## src/rtl/alu_seq_pkg.sv

```systemverilog
// alu_seq_pkg: opcodes, sequencer states and parameter legality check for alu_wide_sequencer
package alu_seq_pkg;
    localparam logic [2:0] OP_ADD = 3'd0;
    localparam logic [2:0] OP_SUB = 3'd1;
    localparam logic [2:0] OP_AND = 3'd2;
    localparam logic [2:0] OP_OR  = 3'd3;
    localparam logic [2:0] OP_XOR = 3'd4;
    localparam logic [2:0] OP_NOT = 3'd5;
    localparam logic [2:0] OP_SHL = 3'd6;
    localparam logic [2:0] OP_SHR = 3'd7;

    typedef enum logic [1:0] {IDLE, EXEC, DONE} state_e;

    function automatic bit nbytes_ok(int n);
        return n >= 1 && n <= 4;
    endfunction
endpackage

```

## src/rtl/alu_seq_byte_lane.sv

```systemverilog
// alu_seq_byte_lane: picks the operand bytes for pass k (SHR walks MSB->LSB) and merges the chained bit
module alu_seq_byte_lane
    import alu_seq_pkg::*;
#(
    parameter int NBYTES = 2,
    localparam int W = 8 * NBYTES
) (
    input  logic [2:0]   op_i,
    input  logic [W-1:0] a_i,
    input  logic [W-1:0] b_i,
    input  logic [1:0]   k_i,
    input  logic         chain_i,
    input  logic [7:0]   alu_result_i,
    output logic [1:0]   lane_o,
    output logic [7:0]   a_byte_o,
    output logic [7:0]   b_byte_o,
    output logic [7:0]   res_byte_o
);
    assign lane_o   = op_i == OP_SHR ? 2'(NBYTES - 1) - k_i : k_i;
    assign a_byte_o = a_i[int'(lane_o) * 8 +: 8];
    // SUB is built as A + ~B + 1 so the ALU only ever sees ADD for arithmetic
    assign b_byte_o = op_i == OP_SUB ? ~b_i[int'(lane_o) * 8 +: 8] : b_i[int'(lane_o) * 8 +: 8];
    assign res_byte_o = op_i == OP_SHL ? alu_result_i | {7'b0, chain_i} :
                        op_i == OP_SHR ? alu_result_i | {chain_i, 7'b0} : alu_result_i;
endmodule

```

## src/rtl/alu_wide_sequencer.sv

```systemverilog
// alu_wide_sequencer: runs an NBYTES-wide command through an 8-bit ALU one byte per cycle.
// Define ALU_SEQ_B2B_EN to accept the next command on the response handshake edge.
module alu_wide_sequencer
    import alu_seq_pkg::*;
#(
    parameter int NBYTES = 2,
    localparam int W = 8 * NBYTES
) (
    input  logic         clk,
    input  logic         rst,
    input  logic         cmd_valid_i,
    output logic         cmd_ready_o,
    input  logic [2:0]   cmd_op_i,
    input  logic [W-1:0] cmd_a_i,
    input  logic [W-1:0] cmd_b_i,
    input  logic         cmd_cin_i,
    output logic         rsp_valid_o,
    input  logic         rsp_ready_i,
    output logic [W-1:0] rsp_result_o,
    output logic         rsp_cout_o,
    output logic         rsp_zero_o,
    output logic         rsp_neg_o,
    output logic         rsp_ovf_o,
    output logic [7:0]   alu_a_o,
    output logic [7:0]   alu_b_o,
    output logic [2:0]   alu_sel_o,
    output logic         alu_cin_o,
    input  logic [7:0]   alu_result_i,
    input  logic         alu_cout_i,
    input  logic         alu_overflow_i
);
    if (!nbytes_ok(NBYTES)) begin : g_bad_nbytes
        $error("alu_wide_sequencer: NBYTES must be 1..4");
    end

    localparam logic [1:0] LAST = 2'(NBYTES - 1);

    state_e state_q, state_d;
    logic [1:0] k_q, lane;
    logic [2:0] op_q;
    logic [W-1:0] a_q, b_q, res_q, res_d, rsp_result_q;
    logic cin_q, c_q, cout_q, zero_q, neg_q, ovf_q;
    logic accept, exec, last, chain, cout_d;
    logic [7:0] a_byte, b_byte, res_byte;

    assign accept = cmd_valid_i & cmd_ready_o;
    assign exec   = state_q == EXEC;
    assign last   = k_q == LAST;
    // first pass seeds the chain: cin for ADD, the +1 of two's complement for SUB, 0 for shifts
    assign chain  = k_q == 2'd0 ? (op_q == OP_ADD ? cin_q : op_q == OP_SUB) : c_q;

    alu_seq_byte_lane #(.NBYTES(NBYTES)) u_lane (
        .op_i(op_q), .a_i(a_q), .b_i(b_q), .k_i(k_q), .chain_i(chain),
        .alu_result_i(alu_result_i), .lane_o(lane),
        .a_byte_o(a_byte), .b_byte_o(b_byte), .res_byte_o(res_byte)
    );

    assign alu_a_o   = exec ? a_byte : 8'h0;
    assign alu_b_o   = exec ? b_byte : 8'h0;
    assign alu_sel_o = exec ? (op_q == OP_SUB ? OP_ADD : op_q) : 3'd0;
    assign alu_cin_o = exec & (op_q == OP_ADD | op_q == OP_SUB) & chain;

    always_comb begin
        res_d = res_q;
        res_d[int'(lane) * 8 +: 8] = res_byte;
    end

    // SUB reports borrow, the inverse of the final adder carry
    assign cout_d = op_q == OP_SUB ? ~alu_cout_i : (op_q inside {OP_ADD, OP_SHL, OP_SHR}) & alu_cout_i;

    always_ff @(posedge clk or posedge rst) begin
        if (rst) state_q <= IDLE;
        else     state_q <= state_d;
    end

    always_comb begin
        state_d = state_q;
        case (state_q)
            IDLE:    state_d = accept ? EXEC : IDLE;
            EXEC:    state_d = last ? DONE : EXEC;
            DONE:    state_d = rsp_ready_i ? (accept ? EXEC : IDLE) : DONE;
            default: state_d = IDLE;
        endcase
    end

    always_comb begin
        rsp_valid_o = state_q == DONE;
`ifdef ALU_SEQ_B2B_EN
        cmd_ready_o = state_q == IDLE || (state_q == DONE && rsp_ready_i);
`else
        cmd_ready_o = state_q == IDLE;
`endif
    end

    always_ff @(posedge clk or posedge rst) begin
        if (rst) begin
            k_q          <= '0;
            op_q         <= '0;
            a_q          <= '0;
            b_q          <= '0;
            cin_q        <= 1'b0;
            c_q          <= 1'b0;
            res_q        <= '0;
            rsp_result_q <= '0;
            cout_q       <= 1'b0;
            zero_q       <= 1'b0;
            neg_q        <= 1'b0;
            ovf_q        <= 1'b0;
        end else begin
            if (accept) begin
                k_q   <= '0;
                op_q  <= cmd_op_i;
                a_q   <= cmd_a_i;
                b_q   <= cmd_b_i;
                cin_q <= cmd_cin_i;
            end else if (exec) begin
                k_q   <= k_q + 2'd1;
                c_q   <= alu_cout_i;
                res_q <= res_d;
            end
            if (exec && last) begin
                rsp_result_q <= res_d;
                cout_q       <= cout_d;
                zero_q       <= res_d == '0;
                neg_q        <= res_d[W-1];
                ovf_q        <= (op_q == OP_ADD | op_q == OP_SUB) & alu_overflow_i;
            end
        end
    end

    assign rsp_result_o = rsp_result_q;
    assign rsp_cout_o   = cout_q;
    assign rsp_zero_o   = zero_q;
    assign rsp_neg_o    = neg_q;
    assign rsp_ovf_o    = ovf_q;
endmodule

```

## config.mk

```make
export PLATFORM = sky130hd
export DESIGN_NAME = alu_wide_sequencer
export DESIGN_NICKNAME = d
export VERILOG_FILES = /design/src/rtl/alu_seq_pkg.sv /design/src/rtl/alu_seq_byte_lane.sv /design/src/rtl/alu_wide_sequencer.sv
export SDC_FILE = /design/constraint.sdc
export NUM_CORES = 1
export LEC_CHECK = 0
export ABC_AREA = 0
export BUFFER_PORTS_ARGS = -buffer_cell sky130_fd_sc_hd__buf_2
export CAP_MARGIN = 20
export CORE_MARGIN = 2
export CORE_UTILIZATION = 28
export DETAILED_ROUTE_END_ITERATION = 6
export GPL_TIMING_DRIVEN = 0
export MAX_ROUTING_LAYER = met4
export PLACE_DENSITY_LB_ADDON = 0.2
export SETUP_SLACK_MARGIN = 0.2
export SLEW_MARGIN = 5
export SYNTH_ARGS = -nofsm -noshare
export SYNTH_HDL_FRONTEND = slang
export SYNTH_HIERARCHICAL = 1
export SYNTH_SLANG_ARGS = --single-unit
```

## constraint.sdc

```tcl
create_clock -name clk -period 4.23 [get_ports clk]
set_clock_uncertainty 0.15 [all_clocks]
set_input_delay 0.846 -clock clk [delete_from_list [all_inputs] [get_ports clk]]
set_output_delay 0.846 -clock clk [all_outputs]
set_load 0.005 [all_outputs]
```

==> qor_table.md, run 1 <==
| Stage | Metric | This run |
|---|---|---|
| die | Die H | 124.4 um |
| cts | Total clock buffers created by CTS | 9 |
| logic synthesis | Part of the Yosys area used for sequential elements | 0.4683 |
| sta | Final total negative setup slack | 0 ns |
| status | Result of the run | finished, final reports clean |
| die | Die Area | 0.01548 mm2 |
| critical path | Critical Path Sink Type | output pin |
| cts | Number of H-tree levels | 3 |
| pwr | Power Dens Cells | 763.3 mW/mm2 |
| sta | Post-route clock period utilization | 0.7938 |
| cells and area | Number of diodes added for antenna fixing | 0 |
| die | Initial Utilization | 0.2827 |
| critical path | Worst Setup Path Type | reg2out |
| global routing | Sum of overflow across all layers after global routing | 0 |
| routing | Detail Route Antenna Nets | 0 |
| cells and area | Area occupied by registers | 0.001902 mm2 |
| logic synthesis | Synth Instances | 467 |
| routing | Number of DRC violations after detailed-routing iteration 0 | 148 |
| critical path | Category of the worst setup path launch point | register |
| logic synthesis | Area of the mapped netlist | 0.004061 mm2 |
| sta | Endpoints failing setup | 0 |
| die | Overall die width | 124.4 um |
| cts | Setup bufs post-CTS | 0 |
| place | Half-perimeter wire length of the detailed placement result | 8.228 mm |
| logic synthesis | Count of unique library cells instantiated by Yosys | 45 |
| routing | Drt total wl | 11.14 mm |
| logic synthesis | Proportion of synthesized flip-flops having asynchronous set or reset | 1.000 |
| global routing | Total global-route track usage | 0.1568 |
| logic synthesis | Commonest cells in the netlist | nand2_1, dfrtp_1, o21ai_0, a21oi_1, and2_1 |
| global routing | Pin count of the biggest net entering global routing | 42 |
| cts | Clock sink count | 76 |
| sta | Worst max-slew margin expressed relative to the limit | 0.5770 |
| logic synthesis | Leading area contributor after synthesis | dfrtp_1 |
| sta | Unrepaired setup endpoints after global routing | false |
| routing | Wire length per cell | 14.80 um |
| pwr | Maximum resistive drop on vdd | 0.0003045 V |
| pwr | Leakage component of the power | 2.511 nW |
| global routing | Initial antenna violation count | 0 |
| sta | Final hold violation count | 0 |
| cts | Post-CTS sizing | 0 |
| sta | Peak Freq | 0.2978 GHz |
| global routing | Global-route wire length before repair | 18.98 mm |
| worst hold path | Class of the worst hold path | reg2reg |
| logic synthesis | Most frequent cell after synthesis | nand2_1 |
| cts | Clk buf depth | 2 |
| die | Core area | 0.01437 mm2 |
| logic synthesis | Synthesized net count | 521 |
| routing | Number of search-and-repair iterations in the first detailed-routing pass | 4 |
| critical path | Arrival time reported for the critical path endpoint | 2.36 ns |
| run | MaxCap Viol Count | 0 |
| logic synthesis | Average footprint of a synthesized cell | 8.697 um2 |
| cells and area | Area Growth Syn to Fin | 23.84% |
| cells and area | Number of nets in the layout | 618 |
| logic synthesis | YS warnings | 6 |
| die | Standard-cell row count | 44 |
| routing | Detailed-route wire length on metal 1 | 5.004 mm |
| global routing | Vias in the first global route | 3686 |
| critical path | Critical path data required time | 3.23 ns |
| cts | CTS tree | yes |
| place | Worst Setup Slack post-DPL | 0.9900 ns |
| logic synthesis | Flop and latch count out of synthesis | 76 |
| cts | Later-pin clock latency in the skew report | 0.33 ns |
| sta | Slew at the pin closest to its max-slew limit | 0.6346 ns |
| logic synthesis | Area share of the largest cell type after synthesis | 0.4683 |
| routing | Detailed-routed wire length on met3 | 673 um |
| critical path | Worst reg2reg setup slack | 1.02 ns |
| cells and area | Share of final-layout standard cells stronger than drive strength 1 | 0.2548 |
| sta | Setup slack after layout | 0.8724 ns |
| cells and area | Multi-input combinational cell area | 0.001906 mm2 |
| die | I/O pins | 92 |
| cts | Clock root buffer | clkbuf_16 |
| cts | CTS Hold Buffers Added | 0 |
| routing | Uppermost routed layer | met4 |
| sta | Final Max Slew Viols | 0 |
| cts | Clock edge transition at the registers on the reported setup and hold paths | 0.06 ns |
| critical path | Highest net fanout along the worst path | 12 |
| routing | Post-detailed-route via-to-cell ratio | 4.665 |
| place | Routability congestion estimate from global placement | 0.8345 |
| logic synthesis | Predominant post-synthesis flop cell | dfrtp_1 |
| logic synthesis | EDFF count, synth | 0 |
| sta | Post-layout min period | 3.358 ns |
| logic synthesis | Synth area leaders | dfrtp_1, nand2_1, and2_1 |
| routing | Routed wl met2 | 5.264 mm |
| cells and area | Number of filler cells placed in the layout | 1539 |
| place | Buffers on Ports | 85 |
| routing | Number of vias in the routed layout | 3513 |
| routing | # DRC | 0 |
[cell usage in the layout (no fill, tap or decap), types with 3 or more instances in the layout]
| master | n |
|---|---|
| a21oi_1 | 21 |
| a22o_1 | 5 |
| a311oi_1 | 8 |
| a31oi_1 | 11 |
| and2_1 | 20 |
| and2b_1 | 4 |
| and2b_4 | 4 |
| and4b_1 | 8 |
| buf_2 | 93 |
| buf_4 | 15 |
| clkbuf_1 | 11 |
| clkbuf_16 | 9 |
| clkbuf_8 | 4 |
| dfrtp_1 | 76 |
| ha_1 | 4 |
| inv_1 | 5 |
| nand2_1 | 166 |
| nand3b_1 | 8 |
| nand4_1 | 3 |
| nor2_1 | 6 |
| nor2b_1 | 9 |
| o21ai_0 | 23 |
| o21ai_1 | 10 |
| or3b_2 | 8 |
| xnor2_1 | 8 |
[critical path: stages (launching register included)]
cell	delay, ns
dfrtp_1	0.54
buf_4	0.26
xor2_4	0.29
clkinv_1	0.41
nand2_1	0.18
a21oi_1	0.08
and2_1	0.14
buf_2	0.13
[layer usage]
| metal | track usage | vias up |
|---|---|---|
| met5 | - | - |
| met4 | 0.04825 | 0 |
| met3 | 0.03737 | 13 |
| met2 | 0.2456 | 114 |
| met1 | 0.2020 | 1642 |
| li1 | - | 1744 |
[worst paths after layout]
kind / cells after the start / start / endpoint
worst max-delay path: 7 / k_q[0] / alu_a_o[6]
worst min-delay path: 2 / c_q / c_q
worst max register to register: 10 / k_q[0] / rsp_zero_o
worst min register to register: 2 / c_q / c_q
max in group asynchronous: 3 / rst / op_q[0]
min in group asynchronous: 2 / rst / res_q[9]
[cells by family (layout without fill, tap and decap cells)]
| logic type | Yosys count | after routing | share of synthesized area |
|---|---|---|---|
| compound gates | 84 | 84 | 0.1263 |
| buf+inv | 43 | 145 | 0.06254 |
| mux | 1 | 1 | 0.002772 |
| simple gates | 249 | 249 | 0.3016 |
| fa+ha+maj | 4 | 4 | 0.01232 |
| flops | 76 | 76 | 0.4683 |
| xor+xnor | 10 | 10 | 0.02619 |
[power by group]
part	switching [W]	total, W	leakage, nW	internal, W
Combinational	0.00105	0.00183	1.39	0.000785
Clock	0.000288	0.000733	0.140	0.000445
Sequential	0.000230	0.00127	0.981	0.00104
[layout make-up]
class,count,share of cell area
Buffer,36,0.04527
Clock buffer,15,0.05522
Clock inverter,1,0.0009950
Inverter,7,0.005721
Multi-Input combinational cell,348,0.3789
Sequential cell,76,0.3781
Tap cell,184,0.04577
Timing Repair Buffer,86,0.09005
[registers in the layout, indices dropped and copies added (netlist names), 2 cells and up]
name / flops
b_q: 16
a_q: 16
rsp_result_o: 16
res_q: 16
op_q: 3
k_q: 2
state_q: 2
[metrics by stage]
step / power (W) / hold slack, ns / instances / util / instance area, um2
after floorplan: 0.002521 / 0.2917 / 467 / - / 4061
after global placement: 0.003097 / 0.3060 / 736 / 0.3283 / 4717
after detailed placement: 0.003147 / 0.3135 / 737 / 0.3304 / 4747
after CTS: 0.003904 / 0.3269 / 753 / 0.3501 / 5030
after global routing: 0.004201 / 0.3557 / 753 / 0.3501 / 5030
final: 0.003839 / 0.3217 / 753 / 0.3501 / 5030
No activity file was read; power rests on OpenSTA's default activity.
==> run 2, diff against run 1 <==
--- a/config.mk
+++ b/config.mk
@@ -5,7 +5,7 @@
 export SDC_FILE = /design/constraint.sdc
 export NUM_CORES = 1
 export LEC_CHECK = 0
-export ABC_AREA = 0
+export ABC_AREA = 1
 export BUFFER_PORTS_ARGS = -buffer_cell sky130_fd_sc_hd__buf_2
 export CAP_MARGIN = 20
 export CORE_MARGIN = 2
==> constraint.sdc (replaced) <==
create_clock -name clk -period 2.9 [get_ports clk]
set_clock_uncertainty 0.15 [all_clocks]
set_input_delay 0.58 -clock clk [delete_from_list [all_inputs] [get_ports clk]]
set_output_delay 0.58 -clock clk [all_outputs]
set_load 0.005 [all_outputs]
==> run 2 against run 1 <==
Effect of this change: first-iteration DRC count rose by 50%; die area rose by 0.89%; critical path depth rose by 2; count of clock-buffer cells in the layout fell by 2; combinational power rose by 61%; via count rose by 13%; flip-flop and latch count did not move; cell area rose by 3.7%; clock power rose by 43%; global-route usage rose by 0.26 points; hold slack got worse by 0.23 ns; critical endpoint is now alu_b_o[6]; largest cell class is now registers; largest power group unchanged; highest routed layer unchanged.
==> qor_table.md, run 2 <==
| Stage | Metric | This run | Delta |
|---|---|---|---|
| status | Result of the run | finished, final reports clean |  |
| cts | Clock edge transition at the registers on the reported setup and hold paths | 0.06 ns | about the same |
| sta | Post-route clock period utilization | 0.8960 |  |
| cts | Clk buf depth | 2 | unchanged |
| die | Standard-cell row count | 44 | unchanged |
| logic synthesis | Commonest cells in the netlist | nand2_1, dfrtp_1, inv_1, nand3_1, nor2_1 |  |
| cells and area | Most common cell after layout, fill and taps aside | nand2_1 |  |
| cts | Number of H-tree levels | 3 | unchanged |
| critical path | Beginning of the worst register-to-register path | k_q[0] |  |
| cells and area | Number of diodes added for antenna fixing | 0 | unchanged |
| run | MaxCap Viol Count | 0 | unchanged |
| routing | Detail Route Antenna Nets | 0 | unchanged |
| pwr | Net switching power | 0.002558 W | +63% |
| pwr | Combinational fraction of design power | 0.507 | +0.029 |
| logic synthesis | Leading area contributor after synthesis | dfrtp_1 |  |
| critical path | CP max-delay cell | dfrtp_2 |  |
| pwr | Maximum resistive drop on vdd | 0.0005048 V | +66% |
| routing | Detailed-routed wire length on met3 | 439 um | -35% |
| routing | Number of vias in the routed layout | 3964 | +13% |
| cts | Later-pin clock latency in the skew report | 0.34 ns | about the same |
| sta | Endpoints failing setup | 0 | unchanged |
| routing | Post-detailed-route via-to-cell ratio | 4.541 | -2.7% |
| critical path | Critical Path Sink Type | output pin |  |
| cells and area | Commonest cells after routing, fill and taps aside | nand2_1, buf_2, dfrtp_1, inv_1, nand3_1 |  |
| sta | Post-layout min period | 2.599 ns |  |
| pwr | Internal power of the cells | 0.003255 W | +43% |
| cells and area | Finished layout cell area | 0.005215 mm2 | +3.7% |
| global routing | Global-route wire length before repair | 19.42 mm | +2.3% |
| critical path | Worst reg2reg setup slack | 0.48 ns | -0.54 ns |
| critical path | Max incr delay on CP | 0.46 ns | -0.08 ns |
| die | Die Area | 0.01562 mm2 | +0.89% |
| critical path | Category of the worst setup path launch point | register |  |
| pwr | Power Dens Cells | 1115 mW/mm2 | +46% |
| logic synthesis | Average footprint of a synthesized cell | 7.141 um2 | -18% |
| pwr | Overall power after layout | 0.005812 W | +51% |
| place | Half-perimeter wire length of the detailed placement result | 8.451 mm | +2.7% |
| global routing | Total global-route track usage | 0.1593 | +0.002552 |
| pwr | Share of total power in the clock network | 0.180 | -0.011 |
| routing | # DRC | 0 | unchanged |
| critical path | Critical path data required time | 2.17 ns | -1.06 ns |
| logic synthesis | Flop and latch count out of synthesis | 76 | unchanged |
| worst hold path | Class of the worst hold path | in2async |  |
| die | I/O pins | 92 | unchanged |
| place | Buffers on Ports | 85 | unchanged |
| logic synthesis | Synth Instances | 574 | +23% |
| logic synthesis | Part of the Yosys area used for sequential elements | 0.4640 | -0.004288 |
| global routing | Initial antenna violation count | 0 | unchanged |
| sta | Worst max-slew margin expressed relative to the limit | 0.6501 | +0.07315 |
| critical path | Arrival time reported for the critical path endpoint | 1.87 ns | -0.49 ns |
| routing | Detailed-route wire length on metal 1 | 5.477 mm | +9.5% |
| routing | Drt total wl | 11.92 mm | +6.9% |
| cells and area | Number of filler cells placed in the layout | 1573 | +2.2% |
| critical path | Worst Setup Path Type | reg2out |  |
| sta | Unrepaired setup endpoints after global routing | false |  |
| logic synthesis | Most frequent cell after synthesis | nand2_1 |  |
| place | Routability congestion estimate from global placement | 0.8742 | +4.8% |
| pwr | Sw frac | 0.4400 | +0.03193 |
| place | Post-DP Area | 0.004785 mm2 | +0.79% |
| routing | Uppermost routed layer | met4 |  |
| cts | Clock root buffer | clkbuf_16 |  |
| die | Overall die width | 125.0 um | +0.45% |
| cts | CTS Hold Buffers Added | 0 | unchanged |
| routing | Routed wl met2 | 5.898 mm | +12% |
| logic synthesis | Area share of the largest cell type after synthesis | 0.4640 | -0.004288 |
| sta | Final Max Slew Viols | 0 | unchanged |
| critical path | Crit path cell chain | buf_4, inv_1, nor3_4, buf_4, nand2_1, nand2_1, inv_1, nor2_1, buf_2 |  |
| cts | Clock sink count | 76 | unchanged |
| cts | CTS tree | yes |  |
| die | Die H | 125.0 um | +0.45% |
| global routing | Vias in the first global route | 3889 | +5.5% |
| routing | Number of search-and-repair iterations in the first detailed-routing pass | 4 | unchanged |
| cts | Total clock buffers created by CTS | 9 | unchanged |
| logic synthesis | Synthesized net count | 628 | +21% |
| sta | Setup slack after layout | 0.3015 ns | -0.5709 ns |
| logic synthesis | YS warnings | 6 | unchanged |
| die | Core area | 0.01442 mm2 | +0.38% |
| logic synthesis | Count of unique library cells instantiated by Yosys | 32 | -29% |
| routing | Number of DRC violations after detailed-routing iteration 0 | 222 | +50% |
| sta | Slew at the pin closest to its max-slew limit | 0.5248 ns | -0.1097 ns |
| sta | Final hold violation count | 0 | unchanged |
| logic synthesis | Predominant post-synthesis flop cell | dfrtp_1 |  |
| logic synthesis | Synth area leaders | dfrtp_1, nand2_1, nand3_1 |  |
| cells and area | Area Growth Syn to Fin | 27.23% |  |
| cells and area | Share of final-layout standard cells stronger than drive strength 1 | 0.2395 | -0.01536 |
| global routing | Pin count of the biggest net entering global routing | 49 | +17% |
| critical path | Highest net fanout along the worst path | 8 | -4 |
| sta | Worst hold margin | 0.09149 ns | -0.2302 ns |
| routing | Wire length per cell | 13.65 um | -7.8% |
| critical path | Launch point of the critical path | op_q[0] |  |
| global routing | Sum of overflow across all layers after global routing | 0 | unchanged |
| pwr | Leakage component of the power | 2.873 nW | +14% |
| logic synthesis | Proportion of synthesized flip-flops having asynchronous set or reset | 1.000 | unchanged |
| die | Initial Utilization | 0.2842 | +0.001524 |
| cells and area | Number of nets in the layout | 739 | +20% |
| sta | Peak Freq | 0.3848 GHz |  |
| pwr | Sequential Power Share | 0.313 | -0.018 |
| cells and area | Final Core Density | 0.3616 | +0.01150 |
| place | Worst Setup Slack post-DPL | 0.09448 ns | -0.8955 ns |
| logic synthesis | EDFF count, synth | 0 | unchanged |
| logic synthesis | Area of the mapped netlist | 0.004099 mm2 | +0.92% |
run 2: changes by cell type after synthesis, moves of 13 or more:
cell / delta
nand3_1: +49
nor2_1: +35
and2_1: -20
inv_1: +57
a21oi_1: -13
nand2_1: +72
run 2: final cells by class:
type,instances,area [um2],area share
timing repair buffer,100,558.0,0.1070
clock inverter,2,10.01,0.001919
sequential,76,1907,0.3656
tap,184,230.2,0.04415
inverter,66,254.0,0.04870
clock buffer,13,260.3,0.04990
buffer,32,210.2,0.04031
multi-input combinational,400,1785,0.3424
run 2: metal layers:
metal  vias up  track usage
li1       1990            -
met1      1874       0.1993
met2        92       0.2558
met3         8      0.04579
met4         0      0.03922
met5         -            -
run 2: cell families after synthesis:
| kind of cell | Yosys count | share of synthesized area |
|---|---|---|
| AND/OR/NAND/NOR | 341 | 0.3400 |
| buffers and inverters | 98 | 0.1090 |
| flip-flops | 76 | 0.4640 |
| AO/OA/AOI/OAI | 54 | 0.07265 |
| adder cells (fa/ha/maj) | 4 | 0.01221 |
| XOR/XNOR | 1 | 0.002137 |
run 2: worst paths after layout:
check,to,cells after the start
setup / recovery,alu_b_o[6],9
hold / removal,a_q[12],2
setup reg to reg,rsp_zero_o,14
hold reg to reg,rsp_zero_o,2
max in group asynchronous,op_q[0],3
min in group clk,state_q[1],2
run 2: worst max-delay path, delay by kind of cell, from the launching register on:
| kind | cells | cell delay [ns] |
|---|---|---|
| buffers and inverters | 5 | 0.59 |
| flip-flops | 1 | 0.46 |
| AND/OR/NAND/NOR | 4 | 0.48 |
run 2: per-stage QoR:
stage          std cells  TNS (ns)
6_report             873         0
5_1_grt              873         0
4_1_cts              864         0
3_5_place_dp         844         0
3_3_place_gp         843    -64.22
2_1_floorplan        574         0
run 2: repair_timing:
| action | in CTS | in global routing |
|---|---|---|
| resized for setup | 6 | 17 |
| setup buffers | 5 | 9 |
| setup endpoints to repair | 17 | 27 |
| pin swaps | 2 | 1 |
| hold endpoints to repair | 0 | 0 |
run 2: power by group through the flow:
stage / logic (W) / clock network, W / registers, W
4_1_cts: 0.00287 / 0.00108 / 0.00182
6_report: 0.00295 / 0.00105 / 0.00182
2_1_floorplan: 0.00194 / 0 / 0.00175
5_1_grt: 0.00337 / 0.00112 / 0.00188
3_3_place_gp: 0.00273 / 0 / 0.00182
3_5_place_dp: 0.00278 / 0 / 0.00183
